==> src/rtl/id_ex_stage.sv <==
// Decode-to-execute pipeline register of the RV32 core with load-use bubble
// insertion, flush/hold handling and a saturating bubble counter.
module id_ex_stage #(
  parameter int XLEN  = 32,
  parameter int CNT_W = 16
) (
  input  logic             clk,
  input  logic             rst,
  input  logic             id_valid,
  input  logic [6:0]       id_op,
  input  logic [10:0]      id_ctrl,
  input  logic [XLEN-1:0]  id_pc,
  input  logic [XLEN-1:0]  id_rs1_data,
  input  logic [XLEN-1:0]  id_rs2_data,
  input  logic [XLEN-1:0]  id_imm,
  input  logic [4:0]       id_rs1,
  input  logic [4:0]       id_rs2,
  input  logic [4:0]       id_rd,
  input  logic [2:0]       id_funct3,
  input  logic [6:0]       id_funct7,
  input  logic             flush,
  input  logic             ex_stall,
  output logic             load_use_stall,
  output logic             ex_valid,
  output logic [10:0]      ex_ctrl,
  output logic [XLEN-1:0]  ex_pc,
  output logic [XLEN-1:0]  ex_rs1_data,
  output logic [XLEN-1:0]  ex_rs2_data,
  output logic [XLEN-1:0]  ex_imm,
  output logic [4:0]       ex_rs1,
  output logic [4:0]       ex_rs2,
  output logic [4:0]       ex_rd,
  output logic [2:0]       ex_funct3,
  output logic [6:0]       ex_funct7,
  output logic [CNT_W-1:0] bubble_cnt
);

  typedef struct packed {
    logic [XLEN-1:0] pc;
    logic [XLEN-1:0] rs1Data;
    logic [XLEN-1:0] rs2Data;
    logic [XLEN-1:0] imm;
    logic [4:0]      rs1;
    logic [4:0]      rs2;
    logic [4:0]      rd;
    logic [2:0]      funct3;
    logic [6:0]      funct7;
  } exData_t;

  logic             exValid_q, exValid_d;
  logic [10:0]      exCtrl_q, exCtrl_d;
  exData_t          exData_q, exData_d, idData;
  logic [CNT_W-1:0] bubbleCnt_q, bubbleCnt_d;
  logic             usesRs1, usesRs2, exLoad;

  always_comb begin
    usesRs1 = 1'b0;
    usesRs2 = 1'b0;
    case (id_op)
      7'b0110011, 7'b0100011, 7'b1100011: begin
        usesRs1 = 1'b1;
        usesRs2 = 1'b1;
      end
      7'b0010011, 7'b0000011, 7'b1100111: usesRs1 = 1'b1;
      default: ;
    endcase
  end

  // A load writing x0 produces nothing to wait for, so it never stalls.
  assign exLoad = exValid_q & exCtrl_q[5] & ~exCtrl_q[4] & (exData_q.rd != 5'd0);
  assign load_use_stall = ~flush & id_valid & exLoad &
                          ((usesRs1 & (id_rs1 == exData_q.rd)) |
                           (usesRs2 & (id_rs2 == exData_q.rd)));

  assign idData = '{pc: id_pc, rs1Data: id_rs1_data, rs2Data: id_rs2_data,
                    imm: id_imm, rs1: id_rs1, rs2: id_rs2, rd: id_rd,
                    funct3: id_funct3, funct7: id_funct7};

  // Killing the slot (flush or bubble) clears only valid/ctrl; data is left as-is.
  always_comb begin
    exValid_d   = exValid_q;
    exCtrl_d    = exCtrl_q;
    exData_d    = exData_q;
    bubbleCnt_d = bubbleCnt_q;
    if (flush) begin
      exValid_d = 1'b0;
      exCtrl_d  = 11'd0;
    end else if (ex_stall) begin
      exValid_d = exValid_q;
    end else if (load_use_stall) begin
      exValid_d = 1'b0;
      exCtrl_d  = 11'd0;
      if (bubbleCnt_q != {CNT_W{1'b1}}) begin
        bubbleCnt_d = bubbleCnt_q + CNT_W'(1);
      end
    end else begin
      exValid_d = id_valid;
      exCtrl_d  = id_valid ? id_ctrl : 11'd0;
      exData_d  = idData;
    end
  end

  always_ff @(posedge clk) begin
    if (rst) begin
      exValid_q   <= 1'b0;
      exCtrl_q    <= 11'd0;
      exData_q    <= '0;
      bubbleCnt_q <= '0;
    end else begin
      exValid_q   <= exValid_d;
      exCtrl_q    <= exCtrl_d;
      exData_q    <= exData_d;
      bubbleCnt_q <= bubbleCnt_d;
    end
  end

  assign ex_valid    = exValid_q;
  assign ex_ctrl     = exCtrl_q;
  assign ex_pc       = exData_q.pc;
  assign ex_rs1_data = exData_q.rs1Data;
  assign ex_rs2_data = exData_q.rs2Data;
  assign ex_imm      = exData_q.imm;
  assign ex_rs1      = exData_q.rs1;
  assign ex_rs2      = exData_q.rs2;
  assign ex_rd       = exData_q.rd;
  assign ex_funct3   = exData_q.funct3;
  assign ex_funct7   = exData_q.funct7;
  assign bubble_cnt  = bubbleCnt_q;

endmodule

==> config.mk <==
export PLATFORM = sky130hd
export DESIGN_NAME = id_ex_stage
export DESIGN_NICKNAME = d
export VERILOG_FILES = /design/src/rtl/id_ex_stage.sv
export SDC_FILE = /design/constraint.sdc
export NUM_CORES = 1
export LEC_CHECK = 0
export CAP_MARGIN = 15
export CORE_MARGIN = 2
export CORE_UTILIZATION = 42
export CTS_CLUSTER_SIZE = 24
export DETAILED_ROUTE_END_ITERATION = 8
export GPL_TIMING_DRIVEN = 0
export PLACE_DENSITY_LB_ADDON = 0.25
export SLEW_MARGIN = 20
export SYNTH_ARGS = -nofsm -noshare
export SYNTH_HDL_FRONTEND = slang
export SYNTH_SLANG_ARGS = --single-unit
export TNS_END_PERCENT = 100
==> constraint.sdc <==
create_clock -name clk -period 2.2 [get_ports clk]
set_input_delay 0.22 -clock clk [delete_from_list [all_inputs] [get_ports clk]]
set_output_delay 0.22 -clock clk [all_outputs]
set_load 0.005 [all_outputs]
* After elaboration in Yosys (flattened, before gate mapping)
Cells that the tools add are included.
Operators by class: $add $sub $neg 1, eq/ne operators 9, muxes and demuxes 5, bitwise gates (word level) 13, reductions and logical operators 6
Operators with widths (number):
- 11-bit 2-to-1 mux | 2
- 16-bit by 1-bit adder with 16-bit output (second input constant) | 1
- 16-bit != test (second input constant) | 1
- 7-bit by 6-bit == test with 1-bit output (second input constant) | 2
- 7-bit == test (second input constant) | 2
- 5-bit == test | 2
- 1-bit AND | 8
- 7-bit by 2-bit == test with 1-bit output (second input constant) | 1
- 7-bit by 5-bit == test with 1-bit output (second input constant) | 1
- 6-bit OR reduction | 1
- 5-bit nonzero test | 1
- 1-bit NOT | 4
- 4-bit AND reduction | 1
- 1-bit 2-to-1 mux | 3
- 3-bit AND reduction | 1
- 3-bit OR reduction | 1
- 2-bit OR reduction | 1
- 1-bit bitwise OR | 1
Storage, ports and cells: register bits 181, word-level logic and storage cells 46

* Logic depth before layout (Yosys ltp)
Gate-level depths: netlist (run 1).
depth in word-level cells 8, mapped depth 7, depth with buffers taken out 5

* Least setup slack after synthesis (run 1)
Ideal clock, no wire load.
path kind flip-flop to flip-flop, start point register bubbleCnt_q[2], in the netlist bubble_cnt[2], end point register bubbleCnt_q[5], in the netlist bubble_cnt[5], setup time 0.123 ns, data arrival time 1.717 ns, data required time 2.077 ns, slack 0.359 ns, cell stages (with the launch flop) 7, clock period less this slack 1.841 ns, path through dfxtp_1 > and4_1 > nand4_4 > o311ai_4 > buf_6 > nor3_1 > mux2_1
Between the ends: word-level cells in the longest chain between the ends 2, elaborated cells on any way between the ends 3
RTL lines:
- from (decl) | line 53 | logic [CNT_W-1:0] bubbleCnt_q, bubbleCnt_d;
- from (signal assigned) | line 113 | bubbleCnt_q <= bubbleCnt_d;
- parallel branches: the longest is 2 deep, another holds 16-bit by 1-bit adder with 16-bit output
Several ways; the timed one is not identified. A chain may end at the register's enable or synchronous reset.

* Worst setup path in the final report (run 1)
start point register exData_q (netlist bit ex_rd[3]), end point register bubbleCnt_q[2], in the netlist bubble_cnt[2]
Between the ends: word-level cells in the longest chain between the ends 5, elaborated cells on any way between the ends 10
RTL lines:
- from (decl) | line 52 | exData_t exData_q, exData_d, idData;
- from (signal assigned) | line 112 | exData_q <= exData_d;
- 5-bit == test (tied with other cells) | line 72 | ((usesRs1 & (id_rs1 == exData_q.rd)) |
- 1-bit AND (on tied branches) | line 72, 70, 73
- 1-bit bitwise OR / 1-bit AND (equally long branches) | line 72, 71
- 1-bit AND * | line 71 | assign load_use_stall = ~flush & id_valid & exLoad &
- 4-bit AND reduction (no line) *
Every way passes the cells marked *; elsewhere a longest branch is shown, timed or not.

==> Implementation_results.wiki, run 1 <==
{| class="wikitable"
! Metric !! Value
|-
| Pin count of the biggest net entering global routing || 18
|-
| Areal power density over the cells || 614 nW/um^2
|-
| Number of placed instances with taps included || 1444
|-
| Vias per cell || between 4 and 5
|-
| Post-Syn Area per Cell || 10.0 sq um
|-
| Share of Yosys cell area claimed by the top area cell type || 0.440
|-
| Number of warnings reported in the yosys synthesis log || 0
|-
| Count of buffers inserted at the top-level ports || 356
|-
| Internal Power || around 5900 uW
|-
| Required time at the endpoint of the critical path || approximately 2500 ps
|-
| Core ar. || 19300 sq um
|-
| Pin slew with the least headroom to its limit || 697 ps
|-
| Highest clock frequency the design can meet || roughly 0.46 GHz
|-
| Die Footprint || 20700 sq um
|-
| Final period util || 0.990
|-
| Share of synthesized area occupied by flip-flops and latches || 0.440
|-
| Fraction of registers with async set/reset || 0
|-
| Number of nets still failing antenna checks after routing || 0
|-
| CP Data Arrival Time || 2500 ps
|-
| Flops & latches, synth || 181
|-
| Number of global-route vias before repair || 6847
|-
| Ranking of synthesized cells by area || sky130_fd_sc_hd__dfxtp_1 (44%), sky130_fd_sc_hd__nand2b_1 (23%), sky130_fd_sc_hd__mux2i_1 (19%)
|-
| Remaining DRCs || 0
|-
| Clock tree from TritonCTS || yes
|-
| Clock slew at the register clock pins of the worst setup and hold paths || about 80 ps
|-
| GRT Resource Usage Total || 0.234
|-
| Peak supply drop || 0.000525 V
|-
| Number of hold buffers added after CTS || 0
|-
| Netlist cell types || 44
|-
| Worst rel slew slack || 0.535
|-
| Total cell area at the placement stage || 12100 sq um
|-
| Number of search-and-repair iterations in the first detailed-routing pass || 4
|-
| Number of nets in the synthesized netlist || 1000
|-
| Post-synth top area cell || sky130_fd_sc_hd__dfxtp_1
|-
| Routed vias || between 7000 and 8000
|-
| Number of antenna violations at the first check in global routing || 0
|-
| Fin area || roughly 13000 sq um
|-
| Clk_skew || 16.3 ps
|-
| Total design power || 7870 uW
|-
| Power dissipated by switching net loads || 1940 uW
|-
| Weighted congestion reported at the end of routability-driven placement || 0.864
|-
| Effective utilization at floorplan || 0.426
|-
| Part of the total power dissipated in sequential elements || 0.446
|-
| Setup crit end kind || flop
|-
| Post-synthesis instance area || roughly 8200 sq um
|-
| Path class of the lowest-slack min-delay path || in -> reg
|-
| Post-detailed-routing wire length || about 25000 um
|-
| Insertion delay to the later sink of the worst-skew pair || 440 ps
|-
| CP max FO || 10
|-
| Horiz. Die Dim || 144 um
|-
| CTS HTree Levels || 4
|-
| Critical setup path kind || reg -> reg
|-
| Most common flop cell mapped by yosys || sky130_fd_sc_hd__dfxtp_1
|-
| First-pass GRT wire length || roughly 37000 um
|-
| Worst setup SP type || flop
|-
| CTS Buf Count || 17
|-
| Filler cells || 1626
|-
| Net switching share of the total power || 0.247
|-
| Static power due to leakage || 0.00462 uW
|-
| Top-level port count || around 360
|-
| Total congestion overflow || 0
|-
| Number of clock sinks seen by CTS || 181
|-
| Hold violation count in the final report || 0
|-
| Logic gate share of total power || 0.155
|-
| Clock network fraction of design power || 0.399
|-
| Total inserted antenna cells || 0
|-
| Maximum buffer depth of the clock tree || 2
|-
| Setup repair after global routing missed its margin || yes
|-
| CTS Root Cell || sky130_fd_sc_hd__clkbuf_16
|-
| Minimum clock period || between 2000 and 2500 ps
|-
| Maxcap violations || 0
|-
| Number of nets in the layout || around 1400
|-
| Post-Syn Instances || 823
|-
| Status || finished clean
|-
| Routed wire per std cell || 16.8 um
|-
| Final number of setup-violating endpoints || 0
|-
| Die extent in y || 144 um
|-
| Synthesis-to-finish area growth || 55.5%
|-
| Number of enable-type register cells in the synthesized netlist || 0
|-
| Initial DRC Count || approximately 310
|-
| Fraction of layout instances using a drive strength above 1 || 0.0610
|-
| HPWL after detailed placement || ~19000 um
|-
| Pins Over Slew Limit || 0
|-
| Number of standard-cell rows in the floorplan || 51
|-
| Filler-free cell count of the finished design || 1478
|}
placed cells by master (no fill, tap or decap), types with 3 or more instances in the layout:
master / n
sky130_fd_sc_hd__buf_2: 5
sky130_fd_sc_hd__a21oi_1: 8
sky130_fd_sc_hd__nand2b_1: 306
sky130_fd_sc_hd__inv_6: 3
sky130_fd_sc_hd__mux2_2: 6
sky130_fd_sc_hd__nand3_1: 6
sky130_fd_sc_hd__nand2_1: 8
sky130_fd_sc_hd__o31ai_1: 5
sky130_fd_sc_hd__nor2b_1: 8
sky130_fd_sc_hd__nor2_1: 11
sky130_fd_sc_hd__clkbuf_16: 17
sky130_fd_sc_hd__nand4_1: 7
sky130_fd_sc_hd__clkbuf_4: 5
sky130_fd_sc_hd__buf_4: 10
sky130_fd_sc_hd__clkdlybuf4s50_1: 355
sky130_fd_sc_hd__nor3_1: 4
sky130_fd_sc_hd__clkinvlp_4: 4
sky130_fd_sc_hd__dfxtp_1: 176
sky130_fd_sc_hd__nor4_1: 3
sky130_fd_sc_hd__xnor2_1: 10
sky130_fd_sc_hd__clkbuf_1: 42
sky130_fd_sc_hd__inv_8: 4
sky130_fd_sc_hd__dfxtp_4: 3
sky130_fd_sc_hd__or4_1: 5
sky130_fd_sc_hd__mux2i_1: 153
sky130_fd_sc_hd__a32o_1: 11
critical path: stages (launching register included):
cell	delay (ps)
sky130_fd_sc_hd__dfxtp_4	380
sky130_fd_sc_hd__xnor2_1	160
sky130_fd_sc_hd__nand4_1	180
sky130_fd_sc_hd__buf_4	170
sky130_fd_sc_hd__o22a_1	240
sky130_fd_sc_hd__buf_2	200
sky130_fd_sc_hd__nor3b_1	350
sky130_fd_sc_hd__mux2_2	380
kinds of logic after synthesis:
logic type                 share of synthesized area
buffers and inverters                         0.0345
adders and majority gates                    0.00152
AOI/OAI and AO/OA                             0.0365
xor gates and xnor gates                      0.0106
and+or+nand+nor                                0.281
muxes                                          0.196
DFF                                            0.440
stage by stage:
stage          hold WS [ps]  setup TNS [ps]  utilization  setup WS [ps]
2_1_floorplan           374               0            -            359
3_3_place_gp            448          -46880        0.627           -378
3_5_place_dp            453          -52930        0.627           -424
4_1_cts                 326               0        0.661           21.5
5_1_grt                 346            -154        0.662          -69.8
6_report                337               0        0.662           21.8
timing repair:
item	in CTS	in global routing
endpoints found under the setup margin	162	151
cloned	0	0
gates resized for setup	14	13
pin swaps	2	1
buffers inserted	2	0
path summary, 6_finish.rpt:
kind | endpoint | start | cells after the start | slack, ps
worst max-delay path | bubble_cnt[2] | ex_rd[3] | 7 | 20
worst min-delay path | ex_pc[30] | id_pc[30] | 3 | 340
worst max register to register | bubble_cnt[2] | ex_rd[3] | 7 | 20
worst min register to register | ex_ctrl[1] | ex_ctrl[1] | 1 | 470
cells in the mapped netlist (all sizes together) (2+ instances only):
master	number
nand2b	306
nor2	11
inv	2
nand4b	2
a21oi	8
nor3b	2
buf	20
a32o	11
nor4	5
mux2	7
nand4	8
mux2i	153
nand2	8
nor3	4
xnor2	10
or4	5
nand3	6
o31ai	5
o21ai	2
dfxtp	181
nor2b	8
clkbuf	42
registers in the layout, summed over array words and instances, names as in the netlist:
name         flops
ex_rd            5
ex_rs2_data     32
ex_pc           32
ex_funct7        7
ex_rs2           5
ex_imm          32
bubble_cnt      16
ex_rs1_data     32
ex_ctrl         11
ex_valid         1
ex_funct3        3
ex_rs1           5
power by group through the flow:
stage	logic, uW	clock network [uW]	registers (uW)
final	1220	3140	3510
after global routing	1320	3310	3530
after CTS	1230	3200	3510
after detailed placement	1220	0	3580
after global placement	1210	0	3580
after floorplan	458	0	3590
per-layer routing:
layer,up-vias,GRT usage,part of all wire
met4,0,0.0774,0.021
li1,3516,-,-
met2,264,0.398,0.48
met3,35,0.0811,0.090
met5,-,0,0
met1,3204,0.277,0.40
cell type report:
class / instances / area (sq um) / share of cell area
well taps: 265 / 332 / 0.0259
clock inverters: 14 / 166 / 0.0130
plain buffers: 62 / 304 / 0.0237
repair buffers: 358 / 3580 / 0.279
inverters: 2 / 7.51 / 0.000586
flip-flops and latches: 181 / 3640 / 0.284
multi-input cells: 578 / 4350 / 0.340
clock buffers: 18 / 429 / 0.0335
Power figures use the tool's default switching activity.
==> run 2, diff against run 1 <==
--- a/config.mk
+++ b/config.mk
@@ -12,6 +12,7 @@
 export DETAILED_ROUTE_END_ITERATION = 8
 export GPL_TIMING_DRIVEN = 0
 export PLACE_DENSITY_LB_ADDON = 0.25
+export REMOVE_ABC_BUFFERS = 1
 export SLEW_MARGIN = 20
 export SYNTH_ARGS = -nofsm -noshare
 export SYNTH_HDL_FRONTEND = slang
==> constraint.sdc (replaced) <==
create_clock -name clk -period 2.2 [get_ports clk]
set_input_delay 0.44 -clock clk [delete_from_list [all_inputs] [get_ports clk]]
set_output_delay 0.44 -clock clk [all_outputs]
set_load 0.005 [all_outputs]
==> run 2 against run 1 <==
Combinational power rose by 7%. Count of clock-buffer cells in the layout grew 2. Critical path type is now in -> reg. Sequential share of layout area shrank 1.0 points. Maximum frequency up 1.3%. Largest power group unchanged.
==> Implementation_results.wiki, run 2 (same netlist as run 1, synthesis figures left out) <==
{| class="wikitable"
! Metric !! Value
|-
| Number of global-route vias before repair || 6672
|-
| Worst rel slew slack || 0.387
|-
| Pin count of the biggest net entering global routing || 182
|-
| Crit path setup slack, layout || 49.1 ps
|-
| Worst setup SP type || primary input
|-
| Filler-free cell count of the finished design || 1458
|-
| Final number of setup-violating endpoints || 0
|-
| Setup repair after global routing missed its margin || yes
|-
| Total congestion overflow || 0
|-
| CP max FO || 4
|-
| Post-Place Worst Slack || -966 ps
|-
| Synthesis-to-finish area growth || 61.6%
|-
| Areal power density over the cells || 588 nW/um^2
|-
| Number of clock sinks seen by CTS || 181
|-
| Net switching share of the total power || 0.242
|-
| Count of buffers inserted at the top-level ports || ~360
|-
| Maximum buffer depth of the clock tree || 2
|-
| Number of antenna violations at the first check in global routing || 0
|-
| Final period util || 0.978
|-
| Hold violation count in the final report || 0
|-
| Routed wire per std cell || roughly 16 um
|-
| Vias per cell || 4.73
|-
| CTS Root Cell || sky130_fd_sc_hd__clkbuf_16
|-
| Setup crit end kind || flop
|-
| Die Footprint || 20700 sq um
|-
| Static power due to leakage || between 0.004 and 0.005 uW
|-
| First-pass GRT wire length || 34500 um
|-
| Part of the total power dissipated in sequential elements || 0.448
|-
| Filler cells || roughly 1500
|-
| Clock network fraction of design power || 0.385
|-
| Clock tree from TritonCTS || yes
|-
| Effective utilization at floorplan || 0.426
|-
| Fraction of layout instances using a drive strength above 1 || 0.0865
|-
| Number of standard-cell rows in the floorplan || 51
|-
| Weighted congestion reported at the end of routability-driven placement || 0.833
|-
| Core ar. || 19300 sq um
|-
| Most used cells in the layout excluding fill and tap cells || sky130_fd_sc_hd__clkdlybuf4s50_1 (340), sky130_fd_sc_hd__nand2b_1 (306), sky130_fd_sc_hd__dfxtp_1 (176)
|-
| Fin area || 13300 sq um
|-
| Post-detailed-routing wire length || approximately 23000 um
|-
| Peak supply drop || ~0.00046 V
|-
| Routed vias || 6899
|-
| Horiz. Die Dim || around 140 um
|-
| CTS HTree Levels || 4
|-
| HPWL after detailed placement || 15900 um
|-
| CTS Buf Count || 17
|-
| Logic gate share of total power || 0.166
|-
| Number of nets in the layout || 1355
|-
| Highest clock frequency the design can meet || 0.465 GHz
|-
| Critical setup path kind || in -> reg
|-
| Commonest non-fill, non-tap cell in the layout || sky130_fd_sc_hd__clkdlybuf4s50_1
|-
| Number of nets still failing antenna checks after routing || 0
|-
| Minimum clock period || 2150 ps
|-
| Maxcap violations || 0
|-
| Number of hold buffers added after CTS || 0
|-
| Required time at the endpoint of the critical path || 2530 ps
|-
| Clock slew at the register clock pins of the worst setup and hold paths || approximately 80 ps
|-
| Die extent in y || ~140 um
|-
| Pins Over Slew Limit || 0
|-
| Number of placed instances with taps included || 1395
|-
| Insertion delay to the later sink of the worst-skew pair || 430 ps
|-
| Initial DRC Count || 271
|-
| CP Data Arrival Time || 2480 ps
|-
| Final core utilization || 0.688
|-
| Total design power || 7820 uW
|-
| Path class of the lowest-slack min-delay path || in -> reg
|-
| Number of search-and-repair iterations in the first detailed-routing pass || 5
|-
| Pin slew with the least headroom to its limit || about 920 ps
|-
| GRT Resource Usage Total || 0.213
|-
| Clk_skew || roughly 16 ps
|-
| Top-level port count || 358
|-
| Internal Power || 5930 uW
|-
| Power dissipated by switching net loads || ~1900 uW
|-
| Status || finished clean
|-
| Total cell area at the placement stage || 12200 sq um
|-
| Remaining DRCs || 0
|}
## run 2: changes by cell type in the layout (fill, tap and decap cells not counted), sizes merged, moves of 3 or more
cell,before,now
buf,17,36
clkinv,1,5
clkbuf,65,25
dlymetal6s2s,0,13
clkdlybuf4s50,355,340
inv,9,6
## run 2: metrics by stage
step           setup TNS, ps  hold slack, ps
2_1_floorplan       -1697280             464
3_3_place_gp        -2577390             447
3_5_place_dp         -107750             456
4_1_cts               -0.995             430
5_1_grt                 -264             343
6_report                   0             335
## run 2: path summary, 6_finish.rpt
kind | slack [ps] | start | cells after the start | end
worst max-delay path | 50 | id_op[0] | 8 | bubble_cnt[2]
worst min-delay path | 340 | id_rs1[3] | 3 | ex_rs1[3]
worst max register to register | 80 | ex_rd[3] | 10 | ex_rs1_data[12]
worst min register to register | 470 | ex_rs1_data[13] | 2 | ex_rs1_data[13]
## run 2: power groups by stage
stage                     registers [uW]  clock network (uW)  logic, uW
after floorplan                     3590                   0        542
after global placement              3580                   0       1420
after detailed placement            3580                   0       1220
after CTS                           3510                3070       1280
after global routing                3520                3210       1400
final                               3510                3020       1300
## run 2: what timing repair did
action                     in CTS  in global routing
setup buffers                  20                  4
cloned                          4                  5
gates resized for setup        17                 35
pin swaps                       7                 15
hold endpoints to repair        0                  0
setup endpoints to repair     138                138
## run 2: cell type report
class,count,area [sq um],area share
Inverter,2,7.51,0.000564
Timing Repair Buffer,397,4300,0.323
Clock inverter,12,116,0.00875
Antenna cell,2,5.00,0.000376
Multi-Input combinational cell,579,4440,0.334
Sequential cell,181,3640,0.274
Tap cell,265,332,0.0249
Clock buffer,20,457,0.0343
## run 2: critical path, cell delays in order
cell                              delay, ps
sky130_fd_sc_hd__clkdlybuf4s50_1        450
sky130_fd_sc_hd__nand4b_1               160
sky130_fd_sc_hd__a211oi_4               310
sky130_fd_sc_hd__buf_12                 160
sky130_fd_sc_hd__o311ai_4                90
sky130_fd_sc_hd__buf_4                  190
sky130_fd_sc_hd__nor3b_1                300
sky130_fd_sc_hd__mux2_2                 370
## run 2: layer usage
layer | global-route usage | wire length [um]
met1 | 0.243 | 9410
met2 | 0.361 | 11600
met3 | 0.0725 | 1810
met4 | 0.0949 | 699
met5 | 0 | 0
